### src/rtl/run_ctrl_pkg.sv
// Shared types and constants for the run sequencer: FSM state encoding,
// the NOP instruction word and a helper that extracts a program entry address.
package run_ctrl_pkg;

    typedef enum logic [2:0] {
        ST_IDLE,
        ST_ARMED,
        ST_LOAD,
        ST_RUN,
        ST_FINISH
    } run_state_t;

    localparam int INSTR_W = 9;
    localparam logic [INSTR_W-1:0] NOP_INSTR = 9'b1_0000_0000;

    // Entry tables are zero-extended to this width so one helper serves any PC_W.
    localparam int BASE_BUS_W = 1024;

    function automatic logic [BASE_BUS_W-1:0] base_of(
        input logic [BASE_BUS_W-1:0] prog_base,
        input int                    slot,
        input int                    pc_w
    );
        return prog_base >> (slot * pc_w);
    endfunction

endpackage

### src/rtl/run_watchdog.sv
// RUN-cycle counter with synchronous clear; saturates at all-ones and flags
// the cycle on which the run must be forced to finish.
module run_watchdog
    import run_ctrl_pkg::*;
#(
    parameter int CNT_W          = 16,
    parameter int TIMEOUT_CYCLES = 4096
) (
    input  logic             clk,
    input  logic             reset,
    input  logic             clear,
    input  logic             enable,
    output logic [CNT_W-1:0] count,
    output logic             expired
);

    if (TIMEOUT_CYCLES < 1 || TIMEOUT_CYCLES > (2**CNT_W) - 1) begin : g_bad_timeout
        $error("run_watchdog: TIMEOUT_CYCLES must be within 1..2**CNT_W-1");
    end

    logic [CNT_W-1:0] count_q;
    logic [CNT_W-1:0] count_d;

    always_comb begin
        count_d = count_q;
        if (clear) begin
            count_d = '0;
        end else if (enable && count_q != '1) begin
            count_d = count_q + 1'b1;
        end
    end

    always_ff @(posedge clk) begin
        if (reset) begin
            count_q <= '0;
        end else begin
            count_q <= count_d;
        end
    end

    assign count   = count_q;
    assign expired = (count_q == CNT_W'(TIMEOUT_CYCLES - 1));

endmodule

### src/rtl/run_controller.sv
// Start/ack run sequencer: arms on start, launches on its falling edge, loads
// the selected entry point into the PC, gates the decoder and reports completion.
module run_controller
    import run_ctrl_pkg::*;
#(
    parameter int                         PC_W           = 32,
    parameter int                         NUM_PROGS      = 4,
    parameter int                         SEL_W          = 2,
    parameter logic [NUM_PROGS*PC_W-1:0]  PROG_BASE      = '0,
    parameter int                         CNT_W          = 16,
    parameter int                         TIMEOUT_CYCLES = 4096
) (
    input  logic               clk,
    input  logic               reset,
    input  logic               start,
    input  logic [SEL_W-1:0]   prog_sel,
    input  logic               done,
    input  logic [INSTR_W-1:0] fetch_instr,
    output logic [INSTR_W-1:0] dec_instr,
    output logic               run_en,
    output logic               pc_load,
    output logic [PC_W-1:0]    pc_load_addr,
    output logic               ack,
    output logic               timeout,
    output logic               bad_sel,
    output logic [CNT_W-1:0]   cycle_count
);

    localparam int IDX_W = (NUM_PROGS > 1) ? $clog2(NUM_PROGS) : 1;

    if (SEL_W < IDX_W) begin : g_bad_sel_w
        $error("run_controller: SEL_W too narrow for NUM_PROGS");
    end
    if (NUM_PROGS * PC_W > BASE_BUS_W) begin : g_bad_base_w
        $error("run_controller: PROG_BASE wider than the entry bus");
    end

    localparam logic [BASE_BUS_W-1:0] BASE_BUS = BASE_BUS_W'(PROG_BASE);

    logic [PC_W-1:0] slot_base [NUM_PROGS];

    for (genvar gi = 0; gi < NUM_PROGS; gi++) begin : g_slot
        localparam logic [BASE_BUS_W-1:0] SHIFTED = base_of(BASE_BUS, gi, PC_W);
        assign slot_base[gi] = SHIFTED[PC_W-1:0];
    end

    run_state_t       state_q,   state_d;
    logic [SEL_W-1:0] sel_q,     sel_d;
    logic             ack_q,     ack_d;
    logic             timeout_q, timeout_d;
    logic             bad_sel_q, bad_sel_d;

    logic             sel_valid;
    logic [IDX_W-1:0] slot_idx;
    logic             wd_expired;

    assign sel_valid = int'(sel_q) < NUM_PROGS;
    assign slot_idx  = sel_valid ? sel_q[IDX_W-1:0] : '0;

    run_watchdog #(
        .CNT_W          (CNT_W),
        .TIMEOUT_CYCLES (TIMEOUT_CYCLES)
    ) u_watchdog (
        .clk     (clk),
        .reset   (reset),
        .clear   (state_q == ST_LOAD),
        .enable  (state_q == ST_RUN),
        .count   (cycle_count),
        .expired (wd_expired)
    );

    always_comb begin
        state_d   = state_q;
        sel_d     = sel_q;
        ack_d     = ack_q;
        timeout_d = timeout_q;
        bad_sel_d = bad_sel_q;
        case (state_q)
            ST_IDLE, ST_FINISH: begin
                if (start) begin
                    state_d   = ST_ARMED;
                    sel_d     = prog_sel;
                    ack_d     = 1'b0;
                    timeout_d = 1'b0;
                    bad_sel_d = 1'b0;
                end
            end
            ST_ARMED: begin
                if (start) begin
                    sel_d = prog_sel;
                end else begin
                    state_d   = ST_LOAD;
                    bad_sel_d = !sel_valid;
                end
            end
            ST_LOAD: state_d = ST_RUN;
            ST_RUN: begin
                // done takes priority over a simultaneous watchdog expiry
                if (done) begin
                    state_d   = ST_FINISH;
                    ack_d     = 1'b1;
                    timeout_d = 1'b0;
                end else if (wd_expired) begin
                    state_d   = ST_FINISH;
                    ack_d     = 1'b1;
                    timeout_d = 1'b1;
                end
            end
            default: state_d = ST_IDLE;
        endcase
    end

    always_ff @(posedge clk) begin
        if (reset) begin
            state_q   <= ST_IDLE;
            sel_q     <= '0;
            ack_q     <= 1'b0;
            timeout_q <= 1'b0;
            bad_sel_q <= 1'b0;
        end else begin
            state_q   <= state_d;
            sel_q     <= sel_d;
            ack_q     <= ack_d;
            timeout_q <= timeout_d;
            bad_sel_q <= bad_sel_d;
        end
    end

    assign run_en       = (state_q == ST_RUN);
    assign pc_load      = (state_q == ST_LOAD);
    assign pc_load_addr = slot_base[slot_idx];
    assign ack          = ack_q;
    assign timeout      = timeout_q;
    assign bad_sel      = bad_sel_q;
    assign dec_instr    = run_en ? fetch_instr : NOP_INSTR;

endmodule

### config.mk
export PLATFORM = sky130hd
export DESIGN_NAME = run_controller
export DESIGN_NICKNAME = d
export VERILOG_FILES = /design/src/rtl/run_ctrl_pkg.sv /design/src/rtl/run_watchdog.sv /design/src/rtl/run_controller.sv
export SDC_FILE = /design/constraint.sdc
export NUM_CORES = 1
export LEC_CHECK = 0
export BUFFER_PORTS_ARGS = -buffer_cell sky130_fd_sc_hd__buf_4
export CORE_MARGIN = 4
export CORE_UTILIZATION = 48
export CTS_CLUSTER_DIAMETER = 150
export DETAILED_ROUTE_END_ITERATION = 12
export MAX_ROUTING_LAYER = met4
export PLACE_DENSITY = 0.87
export SLEW_MARGIN = 30
export SYNTH_ARGS = -nofsm -noshare
export SYNTH_HDL_FRONTEND = slang
export SYNTH_SLANG_ARGS = --single-unit
### constraint.sdc
create_clock -name clk -period 2.7 [get_ports clk]
set_input_delay 0.54 -clock clk [delete_from_list [all_inputs] [get_ports clk]]
set_output_delay 0.54 -clock clk [all_outputs]
set_load 0.01 [all_outputs]
# Yosys cells after proc, flatten, opt, wreduce, memory -nomap -nowiden
# Cells that the tools add are included.
# Widths: inputs -> output; s select.
# word_totals
register_bits	24
latchBits	0
ram_bits	0
romBits	0
input_bits	15
n_memories	0
# op_classes
n_addsub	1
mul	0
n_div	0
order_cmp	1
n_eq_ne	9
shift	0
mux	17
bitwise	1
n_reduce_logical	11
# op_table
cell	n
$bmux 32 s2	1
$mux 32	2
$add 16x1->16 const B	1
$eq 16x12->1 const B	1
$ne 16x16->1 const B	1
$mux 3	4
$pmux 3 s4	1
$mux 9	1
$reduce_and 3->1	3
$eq 3x2->1 const B	2
$pmux 1 s2	3
$mux 1	5
$ne 2x2->1 const B	2
$reduce_bool 2->1	2
$reduce_or 2->1	2
$eq 3x1->1 const B	1
$eq 3x3->1 const B	1
$ge 3x3->1 const B	1
$logic_not 3->1	1
$ne 3x2->1 const B	1
$not 2->3	1
$reduce_or 3->1	1
$reduce_and 2->1	1
$logic_and 1x1->1	1

# Longest topological paths before layout
# Gate-level depths: netlist (run 1).
# logic_depth
ltp_word	4
depth_mapped	6
depth_no_buf	5

# By module
# Synthesis (run 1) repeated with hierarchy kept, for this count alone.
# unflattened
hier_cells	174
area_unflattened_um2	1470.2
# modules_own_cells
module	instances	cells_per_inst	area_each_um2	seq_area_each_um2
run_watchdog	1	107	925.9	320.3
run_controller	1	67	544.3	100.1

# Worst setup path before layout (run 1)
# No wires, ideal clock.
# synth_path
path_kind	register to register
from	register u_watchdog.count_q[0], in the netlist u_watchdog.count[0]
to	register state_q[1]
t_arrival_ns	1.579
setup_slack_ns	1.001
path_stages_with_launch	6
n_path_buf	0
path_cell_list	dfxtp_1 ha_1 nand4_1 o41ai_1 and3b_1 nor4_1
# synth_via
elab_chain_len	3
# synth_rtl
element	line	source
start: declaration	run_watchdog.sv:21	logic [CNT_W-1:0] count_q;
start signal: assignment	run_watchdog.sv:37	count_q <= count_d;
$eq 16x12->1	run_watchdog.sv:42	assign expired = (count_q == CNT_W'(TIMEOUT_CYCLES - 1));
$ne 3x2->1 (no source line)	n/a	
$reduce_and 3->1 (no source line)	n/a	
end signal: assignment	run_controller.sv:121	state_q <= state_d;
end: declaration	run_controller.sv:47	run_state_t state_q, state_d;
# Every way passes these cells.
# A chain may end at the register's enable or synchronous reset.

# Worst setup path in the final report (run 1)
# layout_path
from	register u_watchdog.count_q[0], in the netlist u_watchdog.count[0]
to	register u_watchdog.count_q[3], in the netlist u_watchdog.count[3]
# layout_via
elab_chain_len	2
# layout_rtl
element
branches (longest 2 deep; another with $add 16x1->16)
# Parallel ways; which one is timed is not known.

==> impl_metrics.toml, run 1 <==
[synth]
synth_edf_count = 0
synth-async-reset-ratio = 0
avgSynthCellArea_sq_um = 8.472
synthFlopType = "dfxtp_1"
postSynthCellCount = 166
synth_seq_area_share = 0.2989
netlist_area_sq_um = 1406
yosys_warnings = 0
ys_seq_elements = 21
ys_types = 36

[clock_tree]
cts_hold_buffers = 0
cts_tree = "yes"
cts_buffers = 3
cts_sinks = 21
clk_pin_slew_ns = 0.12
clk_path_buf_depth = 2
cts_resized = 0
cts_htree_levels = 1
clk_latency_ns = 0.30
cts_setup_buffers = 0
clock-root-buffer = "clkbuf_4"

[worst_setup_path]
worstReg2RegEnd = "u_watchdog.count[3]$_SDFFE_PP0P_"
cpMaxStageDelayCell = "nor4_4"
reg2reg_slack_ns = 0.61
cp.arrival_ns = 2.33
cp_cell_sequence = "ha_1 > nand4_1 > nor4_4 > o21ai_0 > a21oi_1"
reg2regPathDepth = 5
end_kind = "register"
cp_max_fo = 16
path_class = "register to register"
crit_start = "u_watchdog.count[0]$_SDFFE_PP0P_"
critPathMaxStageDelay_ns = 0.73
r2r-start = "u_watchdog.count[0]$_SDFFE_PP0P_"
worstPathRequired_ns = 2.93
cp-start-kind = "register"

[route]
firstDrtPassIters = 4
route.met2.wl_um = 1434
drt_wl_total_um = 3030
top_layer = "met4"
dr_wl_met3_um = 273
viasPerCell = 5.498
met1Wirelength_um = 1294
ant_nets = 0
vias = 1303
drt_iter0_drc = 46
wl_per_cell_um = 12.78
drc_errors = 0

[hold_path]
hold_path.class = "primary input to register"
holdPathStages = 2
hold_end = "timeout$_SDFFE_PP0P_"
hold_start = "done"

[sta]
slew_headroom = 0.4531
fin_crit_sh = 0.7745
fin_setup_tns_ns = 0
worst_pin_slew_ns = 0.8203
finalSetupViolations = 0
period_needed_ns = 2.091
rsz0062_at_grt = "no"
finalHoldViolCount = 0
clock.fmax_mhz = 478.2
finClkSkew_ns = 0.003803
hold_ws_ns = 0.4205
drv_slew = 0

[finish]
num-fill-cells = 261
multi_input_area_sq_um = 819.5
seqCellArea_sq_um = 420.4
syn_to_final_growth_pct = 15.57
final_util = 0.5843
finish.instance_area_sq_um = 1625
drive_gt1_frac = 0.2379
diodes = 0
nNetsFinal = 223

[floorplanning]
initial_utilization = 0.5056
dieArea_sq_um = 3860
die_y_um = 62.13
core_area_sq_um = 2781
rows = 19
dieWidth_um = 62.13
io_pins = 77

[grt]
grt_max_degree = 20
grt_pass1_wl_um = 4802
overflow = 0
grt_pass1_vias = 1103
grt_util_all_layers = 0.1502
antenna_found_initial = 0

[power]
sw_frac_of_total = 0.2684
p_seq_frac = 0.592
power.switching_mw = 0.1439
comb_power_share = 0.123
powerDensity_nw_per_um2 = 330.0
peakVddDrop_uv = 231.8
finalPower_mw = 0.5363
intPower_mw = 0.3923
leakagePower_nw = 0.7324
pwr-share-clk = 0.285

[place]
port_buffers = 41
dpl_cell_area_sq_um = 1599
hpwl_um = 2255
finalWeightedCongestion = 0.7979

[flow_run]
cap_violations = 0

[status]
outcome = "finished, final reports clean"
==> through the flow <==
step,setup slack (ns),cells
finish,0.6089,237
global route,0.3983,237
CTS,0.6002,237
detailed placement,0.7224,233
global placement,0.7675,233
floorplan,1.001,198
==> cell usage after synthesis, types with 2 or more instances <==
cell	number	area [sq um]
a21oi_1	11	55.05
and2_1	9	56.30
and4_1	4	35.03
buf_2	3	15.01
buf_4	33	247.7
dfxtp_1	21	420.4
nand2_1	12	45.04
nand3_1	7	35.03
nand4_1	5	31.28
nor2_1	5	18.77
nor3_1	2	10.01
o211ai_1	3	22.52
o21ai_0	7	35.03
o311ai_0	4	35.03
o31ai_1	4	30.03
o41ai_1	5	43.79
or3_1	7	43.79
or4_1	6	45.04
==> state kept, by name, indices dropped and copies added (netlist names) <==
register / cells
ack: 1
state_q: 3
timeout: 1
u_watchdog.count: 16
==> power groups by stage <==
stage          Combinational (mW)  Sequential [mW]  Clock [mW]
6_report                   0.0660            0.317       0.153
5_1_grt                    0.0732            0.318       0.175
4_1_cts                    0.0650            0.317       0.158
3_5_place_dp               0.0651            0.324           0
3_3_place_gp               0.0642            0.324           0
2_1_floorplan              0.0792            0.322           0
==> cells by family (layout without fill, tap and decap cells) <==
family	after synthesis	in the layout	synth area share
flops	21	21	0.2989
fa+ha+maj	1	1	0.008895
other cells	1	33	0.002666
mux	1	1	0.007118
buf+inv	39	47	0.2037
simple gates	68	68	0.3150
compound gates	35	35	0.1637
==> area by class of cell <==
type / count / share of cell area
Multi-Input combinational cell: 138 / 0.5042
Tap cell: 31 / 0.02386
Inverter: 2 / 0.007698
Timing Repair Buffer: 41 / 0.1894
Sequential cell: 21 / 0.2587
Clock buffer: 4 / 0.01617
==> metal layers <==
| metal | vias up | GRT usage |
|---|---|---|
| met5 | - | - |
| met2 | 60 | 0.2319 |
| met4 | 0 | 0.04336 |
| met3 | 5 | 0.03604 |
| met1 | 604 | 0.1940 |
| li1 | 634 | - |
==> layout by cell type, fill, tap and decap left out, types with 2 or more instances in the layout <==
master	n
nand3_1	7
and2_1	9
nand2_1	12
conb_1	33
o211ai_1	3
and4_1	4
clkbuf_4	3
buf_4	41
o311ai_0	4
a21oi_1	11
o31ai_1	4
or3_1	7
nor3_1	2
nand4_1	5
dfxtp_1	21
o41ai_1	5
o21ai_0	7
or4_1	6
nor2_1	5
==> critical path, delay by kind of cell, from the launching register on <==
kind	cells	cell delay, ns
compound gates	2	0.35
fa+ha+maj	1	0.24
flops	1	0.43
simple gates	2	1.00
==> worst max-delay path by stage <==
stage	end
floorplan	state_q[1]$_SDFFE_PP0P_
global placement	u_watchdog.count[6]$_SDFFE_PP0P_
detailed placement	u_watchdog.count[3]$_SDFFE_PP0P_
CTS	dec_instr[8]
global route	u_watchdog.count[7]$_SDFFE_PP0P_
finish	u_watchdog.count[3]$_SDFFE_PP0P_
Power figures use the tool's default switching activity.
==> run 2, diff against run 1 <==
- ABC_AREA: not set -> 1
- CORE_UTILIZATION: 48 -> 42
- PLACE_DENSITY: 0.87 -> 0.79
- clock period: 2.7 -> 1.8 ns (I/O delays scaled with it)
==> impl_metrics.toml, run 2 <==
[synth]
ys_seq_elements = 21
synth_edf_count = 0
netlist_area_sq_um = 1609
synth.most_common_cell = "nand2_1"
yosys_warnings = 0
synth-async-reset-ratio = 0
postSynthCellCount = 245
synthFlopType = "dfxtp_1"
ys_types = 25
yosys-top-cells-area = "dfxtp_1, buf_4, nand2_1, nor2_1, inv_1"
synth_seq_area_share = 0.2613
avgSynthCellArea_sq_um = 6.568
yosys.area.top_type = "dfxtp_1"
synth_commonest_cells = "nand2_1, buf_4, nor2_1"
synth_top_area_share = 0.2613

[finish]
mostFrequentLayoutCells = "nand2_1, buf_4, conb_1"
drive_gt1_frac = 0.2680
nNetsFinal = 308
diodes = 0
syn_to_final_growth_pct = 19.52
largest_register_ffs = 16
final_common_cell = "nand2_1"
final_util = 0.5214
final_cells = 339

[worst_setup_path]
endpoint = "dec_instr[8]"
reg2regPathDepth = 7
r2r-start = "u_watchdog.count[1]$_SDFFE_PP0P_"
cp.arrival_ns = 1.34
worstReg2RegEnd = "u_watchdog.count[9]$_SDFFE_PP0P_"
cp-start-kind = "register"
end_kind = "output pin"
cp_max_fo = 12
path_class = "register to output pin"
worstPathRequired_ns = 1.44
reg2reg_slack_ns = 0.24
crit_start = "state_q[1]$_SDFFE_PP0P_"

[hold_path]
holdPathStages = 2
hold_path.class = "primary input to register"

[floorplanning]
io_pins = 77
dieWidth_um = 69.90
rows = 22
core_area_sq_um = 3689
initial_utilization = 0.4362
die_y_um = 69.90
dieArea_sq_um = 4885

[power]
comb_power_share = 0.212
p_seq_frac = 0.487
peakVddDrop_uv = 321.4
intPower_mw = 0.7131
sw_frac_of_total = 0.2875
power.switching_mw = 0.2877
pwr-share-clk = 0.300
leakagePower_nw = 0.9100
powerDensity_nw_per_um2 = 520.4

[grt]
grt_pass1_wl_um = 5457
grt_pass1_vias = 1264
overflow = 0
antenna_found_initial = 0
grt_util_all_layers = 0.1344
grt_max_degree = 19

[route]
firstDrtPassIters = 4
vias = 1481
viasPerCell = 4.369
wl_per_cell_um = 9.891
drt_wl_total_um = 3353
drc_errors = 0
drt_iter0_drc = 52
ant_nets = 0

[sta]
fin_crit_sh = 0.9457
period_needed_ns = 1.702
fin_setup_tns_ns = 0
clock.fmax_mhz = 587.5
timing.final.ws_setup_ns = 0.09780
finalSetupViolations = 0
finalHoldViolCount = 0
finClkSkew_ns = 0.002658
rsz0062_at_grt = "no"
drv_slew = 0
hold_ws_ns = 0.2826

[clock_tree]
cts_tree = "yes"
cts_htree_levels = 1
clk_pin_slew_ns = 0.07
clock-root-buffer = "clkbuf_8"
cts_sinks = 21
clk_path_buf_depth = 2
clk_latency_ns = 0.25
cts_buffers = 3

[place]
port_buffers = 41
hpwl_um = 2587
placed_cells_incl_taps = 332
finalWeightedCongestion = 0.8649
dp_slack_ns = 0.1458

[status]
outcome = "finished, final reports clean"

[flow_run]
cap_violations = 0
==> run 2: cell families (layout without fill, tap and decap cells) <==
group / Yosys count / after routing / synth area share
XOR/XNOR: 7 / 7 / 0.03810
AO/OA/AOI/OAI: 24 / 24 / 0.1081
buffers and inverters: 67 / 81 / 0.2442
adder cells (fa/ha/maj): 1 / 1 / 0.007775
flip-flops: 21 / 21 / 0.2613
other: 1 / 33 / 0.002331
AND/OR/NAND/NOR: 124 / 124 / 0.3383
==> run 2: area by class of cell <==
type,count,area (sq um)
multi-input combinational,189,915.9
sequential,21,421.7
clock buffer,4,45.04
fill,369,1765
tap,48,60.06
inverter,30,115.1
timing repair buffer,47,365.4
==> run 2: how the worst min path moves through the flow <==
stage / start / end / slack [ns]
3_3_place_gp: ack$_SDFFE_PP0P_ / ack$_SDFFE_PP0P_ / 0.45
3_5_place_dp: ack$_SDFFE_PP0P_ / ack$_SDFFE_PP0P_ / 0.45
2_1_floorplan: reset / ack$_SDFFE_PP0P_ / 0.43
5_1_grt: reset / timeout$_SDFFE_PP0P_ / 0.28
6_report: reset / timeout$_SDFFE_PP0P_ / 0.28
4_1_cts: reset / state_q[2]$_SDFFE_PP0P_ / 0.28
==> run 2: timing repair <==
action / CTS / global route
resized for setup: 1 / 1
setup buffers: 1 / 2
pin swaps: 1 / 1
hold buffers: 0 / 0
setup endpoints to repair: 1 / 2
==> run 2: metal layers <==
metal / part of all wire / wire, um / track usage / vias up
li1: - / - / - / 781
met3: 0.097 / 324 / 0.03741 / 2
met2: 0.48 / 1621 / 0.2267 / 56
met1: 0.42 / 1397 / 0.1593 / 642
met4: 0.0030 / 10 / 0.02979 / 0
met5: 0 / 0 / - / -
==> run 2: worst max-delay path, cell delays in order (launching register included) <==
cell and delay, ns:
dfxtp_1 0.36, nand2_2 0.09, nor2_4 0.15, inv_4 0.09
or2_2 0.27, buf_4 0.14
==> run 2: metrics by stage <==
stage          total power, mW  instance area [sq um]
2_1_floorplan           0.6873                   1729
3_3_place_gp            0.6946                   1839
3_5_place_dp            0.6990                   1839
4_1_cts                  1.005                   1894
5_1_grt                  1.065                   1923
6_report                 1.001                   1923
==> run 2: power by group through the flow <==
stage	Clock, mW	Combinational, mW	Sequential, mW
3_3_place_gp	0	0.198	0.497
4_1_cts	0.313	0.206	0.487
2_1_floorplan	0	0.187	0.500
6_report	0.301	0.213	0.488
5_1_grt	0.335	0.239	0.490
3_5_place_dp	0	0.201	0.498
